`config.mk`:
```
export PLATFORM = sky130hd
export DESIGN_NAME = font_rom_arbiter
export DESIGN_NICKNAME = d
export VERILOG_FILES = /design/src/rtl/font_rom_arbiter.sv
export SDC_FILE = /design/constraint.sdc
export NUM_CORES = 1
export LEC_CHECK = 0
export ABC_CLOCK_PERIOD_IN_PS = 2100
export BUFFER_PORTS_ARGS = -buffer_cell sky130_fd_sc_hd__buf_2
export CAP_MARGIN = 20
export CORE_MARGIN = 2
export CORE_UTILIZATION = 41
export CTS_CLUSTER_SIZE = 14
export DETAILED_ROUTE_END_ITERATION = 10
export PLACE_DENSITY = 0.82
export SLEW_MARGIN = 20
export SYNTH_ARGS = -nofsm -noshare
export SYNTH_HDL_FRONTEND = slang
export SYNTH_SLANG_ARGS = --single-unit
```
`constraint.sdc`:
```
create_clock -name clk -period 2.1 [get_ports clk]
set_clock_uncertainty 0.15 [all_clocks]
set_input_delay 0.21 -clock clk [delete_from_list [all_inputs] [get_ports clk]]
set_output_delay 0.21 -clock clk [all_outputs]
set_load 0.02 [all_outputs]
```
`src/rtl/font_rom_arbiter.sv`:
```
// font_rom_arbiter
//   Shares one synchronous character-font ROM between the display pixel path
//   (fixed priority, fixed ROM_LAT latency) and a background host requester
//   (request / ack / valid handshake, served in idle ROM cycles).
//
// Ports
//   clk, reset             : clock, asynchronous active-high reset
//   disp_req, disp_addr    : display lookup this cycle
//   disp_data, disp_valid  : font word for the display, ROM_LAT cycles later
//   disp_miss              : a display lookup was dropped by the starvation guard
//   host_req, host_addr    : host lookup request (sampled in IDLE only)
//   host_ack               : one-cycle pulse, request accepted
//   host_data, host_valid  : registered host result and its update pulse
//   rom_addr, rom_data     : font ROM address out / data in
//   busy                   : host transaction in progress
//
// Build option
//   FONT_ARB_STARVE_GUARD_EN : when defined, a host that has waited STARVE_MAX
//   PEND cycles pre-empts the display for one cycle (flagged by disp_miss).
module font_rom_arbiter #(
  parameter int ADDR_W     = 11,
  parameter int DATA_W     = 8,
  parameter int ROM_LAT    = 1,
  parameter int STARVE_MAX = 64
) (
  input  logic              clk,
  input  logic              reset,
  input  logic              disp_req,
  input  logic [ADDR_W-1:0] disp_addr,
  output logic [DATA_W-1:0] disp_data,
  output logic              disp_valid,
  output logic              disp_miss,
  input  logic              host_req,
  input  logic [ADDR_W-1:0] host_addr,
  output logic              host_ack,
  output logic [DATA_W-1:0] host_data,
  output logic              host_valid,
  output logic [ADDR_W-1:0] rom_addr,
  input  logic [DATA_W-1:0] rom_data,
  output logic              busy
);

  typedef enum logic [1:0] {S_IDLE, S_PEND, S_WAIT, S_DONE} state_t;

  // One entry per ROM cycle: was the ROM read, was it for the host, and was a
  // display lookup pre-empted in that cycle.
  typedef struct packed {
    logic valid;
    logic host;
    logic miss;
  } tag_t;

  localparam int WCNT_W = (ROM_LAT > 1) ? $clog2(ROM_LAT) : 1;

  state_t              state_q, state_d;
  logic [ADDR_W-1:0]   host_addr_q, host_addr_d;
  logic [DATA_W-1:0]   host_data_q, host_data_d;
  logic                first_pend_q, first_pend_d;
  logic [WCNT_W-1:0]   wait_cnt_q, wait_cnt_d;
  tag_t                tag_q [ROM_LAT];
  tag_t                tag_push;
  tag_t                tag_head;
  logic                host_issue;
  logic                disp_win;
  logic                starve_ovr;

`ifdef FONT_ARB_STARVE_GUARD_EN
  localparam int SCNT_W = $clog2(STARVE_MAX + 1);
  logic [SCNT_W-1:0] starve_cnt_q;

  // Counts PEND cycles spent without an issue; it only leaves zero while
  // pending and is cleared by the issue that ends PEND.
  always_ff @(posedge clk or posedge reset) begin
    if (reset) begin
      starve_cnt_q <= '0;
    end else if (host_issue) begin
      starve_cnt_q <= '0;
    end else if (state_q == S_PEND && starve_cnt_q != SCNT_W'(STARVE_MAX)) begin
      starve_cnt_q <= starve_cnt_q + 1'b1;
    end
  end

  assign starve_ovr = (state_q == S_PEND) && disp_req &&
                      (starve_cnt_q == SCNT_W'(STARVE_MAX));
`else
  assign starve_ovr = 1'b0;
`endif

  assign host_issue = (state_q == S_PEND) && (!disp_req || starve_ovr);
  assign disp_win   = disp_req && !starve_ovr;

  always_comb begin
    rom_addr = '0;
    if (disp_win) begin
      rom_addr = disp_addr;
    end else if (host_issue) begin
      rom_addr = host_addr_q;
    end
  end

  assign tag_push.valid = disp_win || host_issue;
  assign tag_push.host  = host_issue;
  assign tag_push.miss  = starve_ovr;

  always_ff @(posedge clk or posedge reset) begin
    if (reset) begin
      for (int i = 0; i < ROM_LAT; i++) begin
        tag_q[i] <= '0;
      end
    end else begin
      tag_q[0] <= tag_push;
      for (int i = 1; i < ROM_LAT; i++) begin
        tag_q[i] <= tag_q[i-1];
      end
    end
  end

  assign tag_head   = tag_q[ROM_LAT-1];
  assign disp_valid = tag_head.valid && !tag_head.host;
  assign disp_data  = disp_valid ? rom_data : '0;
  // The miss bit can only be set by an override, so without the guard this
  // output is constant zero.
  assign disp_miss  = tag_head.miss;

  always_ff @(posedge clk or posedge reset) begin
    if (reset) begin
      state_q      <= S_IDLE;
      host_addr_q  <= '0;
      host_data_q  <= '0;
      first_pend_q <= 1'b0;
      wait_cnt_q   <= '0;
    end else begin
      state_q      <= state_d;
      host_addr_q  <= host_addr_d;
      host_data_q  <= host_data_d;
      first_pend_q <= first_pend_d;
      wait_cnt_q   <= wait_cnt_d;
    end
  end

  always_comb begin
    state_d      = state_q;
    host_addr_d  = host_addr_q;
    host_data_d  = host_data_q;
    first_pend_d = 1'b0;
    wait_cnt_d   = wait_cnt_q;
    case (state_q)
      S_IDLE: begin
        if (host_req) begin
          host_addr_d  = host_addr;
          first_pend_d = 1'b1;
          state_d      = S_PEND;
        end
      end
      S_PEND: begin
        if (host_issue) begin
          wait_cnt_d = '0;
          state_d    = S_WAIT;
        end
      end
      S_WAIT: begin
        // The ROM word for the host read appears in the last WAIT cycle.
        if (wait_cnt_q == WCNT_W'(ROM_LAT - 1)) begin
          host_data_d = rom_data;
          state_d     = S_DONE;
        end else begin
          wait_cnt_d = wait_cnt_q + 1'b1;
        end
      end
      S_DONE: begin
        state_d = S_IDLE;
      end
      default: begin
        state_d = S_IDLE;
      end
    endcase
  end

  assign host_ack   = (state_q == S_PEND) && first_pend_q;
  assign host_valid = (state_q == S_DONE);
  assign host_data  = host_data_q;
  assign busy       = (state_q != S_IDLE);

endmodule

```
==> results.json <==
{
  "synth.avg_cell_area_um2": 11.8,
  "fmax_mhz": 512,
  "nFillCells": 226,
  "clk_path_buf_depth": 2,
  "cp_num_buf_inv": 2,
  "grt_max_degree": 25,
  "io_buffers": 64,
  "cp_data_required_time_ps": 1740,
  "syn_nets": 140,
  "hold_path.class": "input port to flop",
  "peakVddDrop_mv": 0.954,
  "synth_top_area_frac": 0.499,
  "grt_pass1_vias": 1158,
  "min_period_ps": 1950,
  "yosys_warnings": 0,
  "cap_viol_max_count": 0,
  "area_delta_synth_final_pct": 47.0,
  "die_h_um": 58.2,
  "critPathTopFamily": "flip-flops",
  "insertedDiodeCount": 0,
  "setup_viol": 0,
  "layoutNonFillerInstCount": 214,
  "vias": 1049,
  "grt_usage": 0.184,
  "routed_wl_um": 2780,
  "crit_fanout": 7,
  "ys_seq_area_frac": 0.499,
  "clk_pin_slew_ps": 120,
  "cp-end-kind": "output port",
  "initial_utilization": 0.432,
  "drive_above_1_share": 0.508,
  "crit_type": "flop to output port",
  "synthCells": 102,
  "nets": 222,
  "fp.dieW_um": 58.2,
  "design_area_um2": 1770,
  "antenna_found_initial": 0,
  "tritoncts": "built",
  "cts_max_level": 1,
  "rsz0062_at_grt": "false",
  "status": "completed",
  "setup_tns_ps": 0,
  "drc_errors": 0,
  "finalCritPeriodShare": 0.930,
  "synth_area_leaders": "dfrtp_1 (50%), mux2_4 (11%), mux2_2 (9.4%)",
  "drt_pre_antenna_iters": 2,
  "placed_cell_area_um2": 1520,
  "synth_area_leader_cell": "dfrtp_1",
  "ant_nets": 0,
  "synth-seq-cells": 24,
  "synth.distinct_cells": 21,
  "holdWs_ps": 164,
  "critPathMaxStageDelay_ps": 420,
  "grt_pass1_wl_um": 4660,
  "first_iter_violations": 4,
  "slew_headroom": 0.423,
  "avgViaCountPerCell": 4.90,
  "cts_made_buffers": 3,
  "crit_path_top_delay_cell": "dfrtp_1",
  "coreArea_um2": 2780,
  "wl_per_cell_um": 13.0,
  "hold_viol": 0,
  "start_kind": "flop",
  "pwr_density_cell_nw_per_um2": 1260,
  "root_buffer": "clkbuf_4",
  "std_cell_rows": 19,
  "finalWeightedCongestion": 0.688,
  "cellLeakagePower_nw": 0.937,
  "critical_path_arrival_ps": 1590,
  "gr-total-overflow": 0,
  "placed_cells": 190,
  "io_pins": 66,
  "clock_latency_ps": 310,
  "maxSlewViolCount": 0,
  "synth.cell_area_um2": 1200,
  "dp_hpwl_um": 1930,
  "path_cells": "inv_1 -> ha_2 -> nor2b_4 -> a22o_1 -> buf_2",
  "worst_pin_slew_ps": 864,
  "cts_sinks": 24,
  "dieArea_um2": 3380
}
power breakdown:
part | internal [W] | leakage (nW) | switching (W) | total, W
registers | 0.000688 | 0.285 | 0.000122 | 0.000810
logic | 0.000576 | 0.631 | 0.000605 | 0.00118
clock network | 0.000106 | 0.0210 | 0.000134 | 0.000240
synth_stat cells:
cell type  number
mux2_4          9
or2_2           1
ha_1            4
a21oi_1         3
mux2_2         10
nand2b_1        1
nand2_1        11
a22o_1          6
clkbuf_1        1
and2_1          9
buf_2           5
a31o_2          1
nand2_2         1
buf_6           1
nor2_1          1
inv_1           5
buf_4           1
dfrtp_1        24
conb_1          1
nor2b_1         2
o21ai_0         5
worst reg2reg max path, stage by stage, from the launching register on:
cell and delay [ps]:
dfrtp_1 440, inv_1 90, ha_1 260, nand2_2 320, mux2_2 390
cells in the final DEF (no fill, tap or decap), drive strengths merged:
cell,synthesis,routed
o21ai,5,5
ha,4,4
nand2b,1,1
and2,9,9
dlygate4sd3,0,20
nor2b,2,2
or2,1,1
dfrtp,24,24
conb,1,1
a21oi,3,3
clkbuf,1,4
buf,7,65
a31o,1,1
mux2,19,19
a22o,6,6
nor2,1,1
nand2,12,12
inv,5,5
logic make-up after synthesis:
group,Yosys count,synth area share
AOI/OAI and AO/OA,15,0.0843
buffers and inverters,13,0.0551
adders and majority gates,4,0.0416
DFF,24,0.499
muxes,19,0.206
and+or+nand+nor,26,0.110
other,1,0.00312
timing repair:
item | CTS | global route
cloned | 0 | 0
setup endpoints to repair | 6 | 6
endpoints found under the hold margin | 43 | 0
setup buffers | 0 | 0
gates resized for setup | 1 | 3
hold buffers | 20 | 0
state kept, by name, summed over array words and instances (netlist names):
| name | cells |
|---|---|
| tag_head | 2 |
| host_data | 8 |
| state_q | 2 |
| host_addr_q | 11 |
| first_pend_q | 1 |
path summary, 6_finish.rpt:
kind                         startpoint             end  slack (ps)  cells past startpoint
max in group asynchronous         reset    host_data[0]         810                      3
setup / recovery             state_q[1]     rom_addr[4]         150                      5
setup reg to reg             state_q[0]  host_addr_q[3]         370                      4
hold / removal                 host_req      state_q[1]         160                      3
hold reg to reg            host_data[6]    host_data[6]         360                      1
min in group asynchronous         reset      state_q[1]         470                      3
layer usage:
layer | vias to the layer above | GRT usage | wire length [um]
met5 | - | 0 | 0
li1 | 499 | - | -
met4 | 0 | 0.0731 | 42
met3 | 5 | 0.0290 | 222
met1 | 485 | 0.176 | 1080
met2 | 60 | 0.380 | 1440
area by class of cell:
type | instances | area, um^2 | area share
flip-flops and latches | 24 | 601 | 0.340
multi-input cells | 65 | 546 | 0.309
repair buffers | 85 | 528 | 0.299
well taps | 31 | 38.8 | 0.0219
clock buffers | 4 | 36.3 | 0.0205
inverters | 5 | 18.8 | 0.0106
stage by stage:
step | power, W | util | setup WS (ps)
2_1_floorplan | 0.00166 | - | 469
3_3_place_gp | 0.00192 | 0.547 | 381
3_5_place_dp | 0.00197 | 0.547 | 297
4_1_cts | 0.00225 | 0.633 | 59.8
5_1_grt | 0.00241 | 0.636 | 24.2
6_report | 0.00223 | 0.636 | 146
No activity file was read; power rests on OpenSTA's default activity.
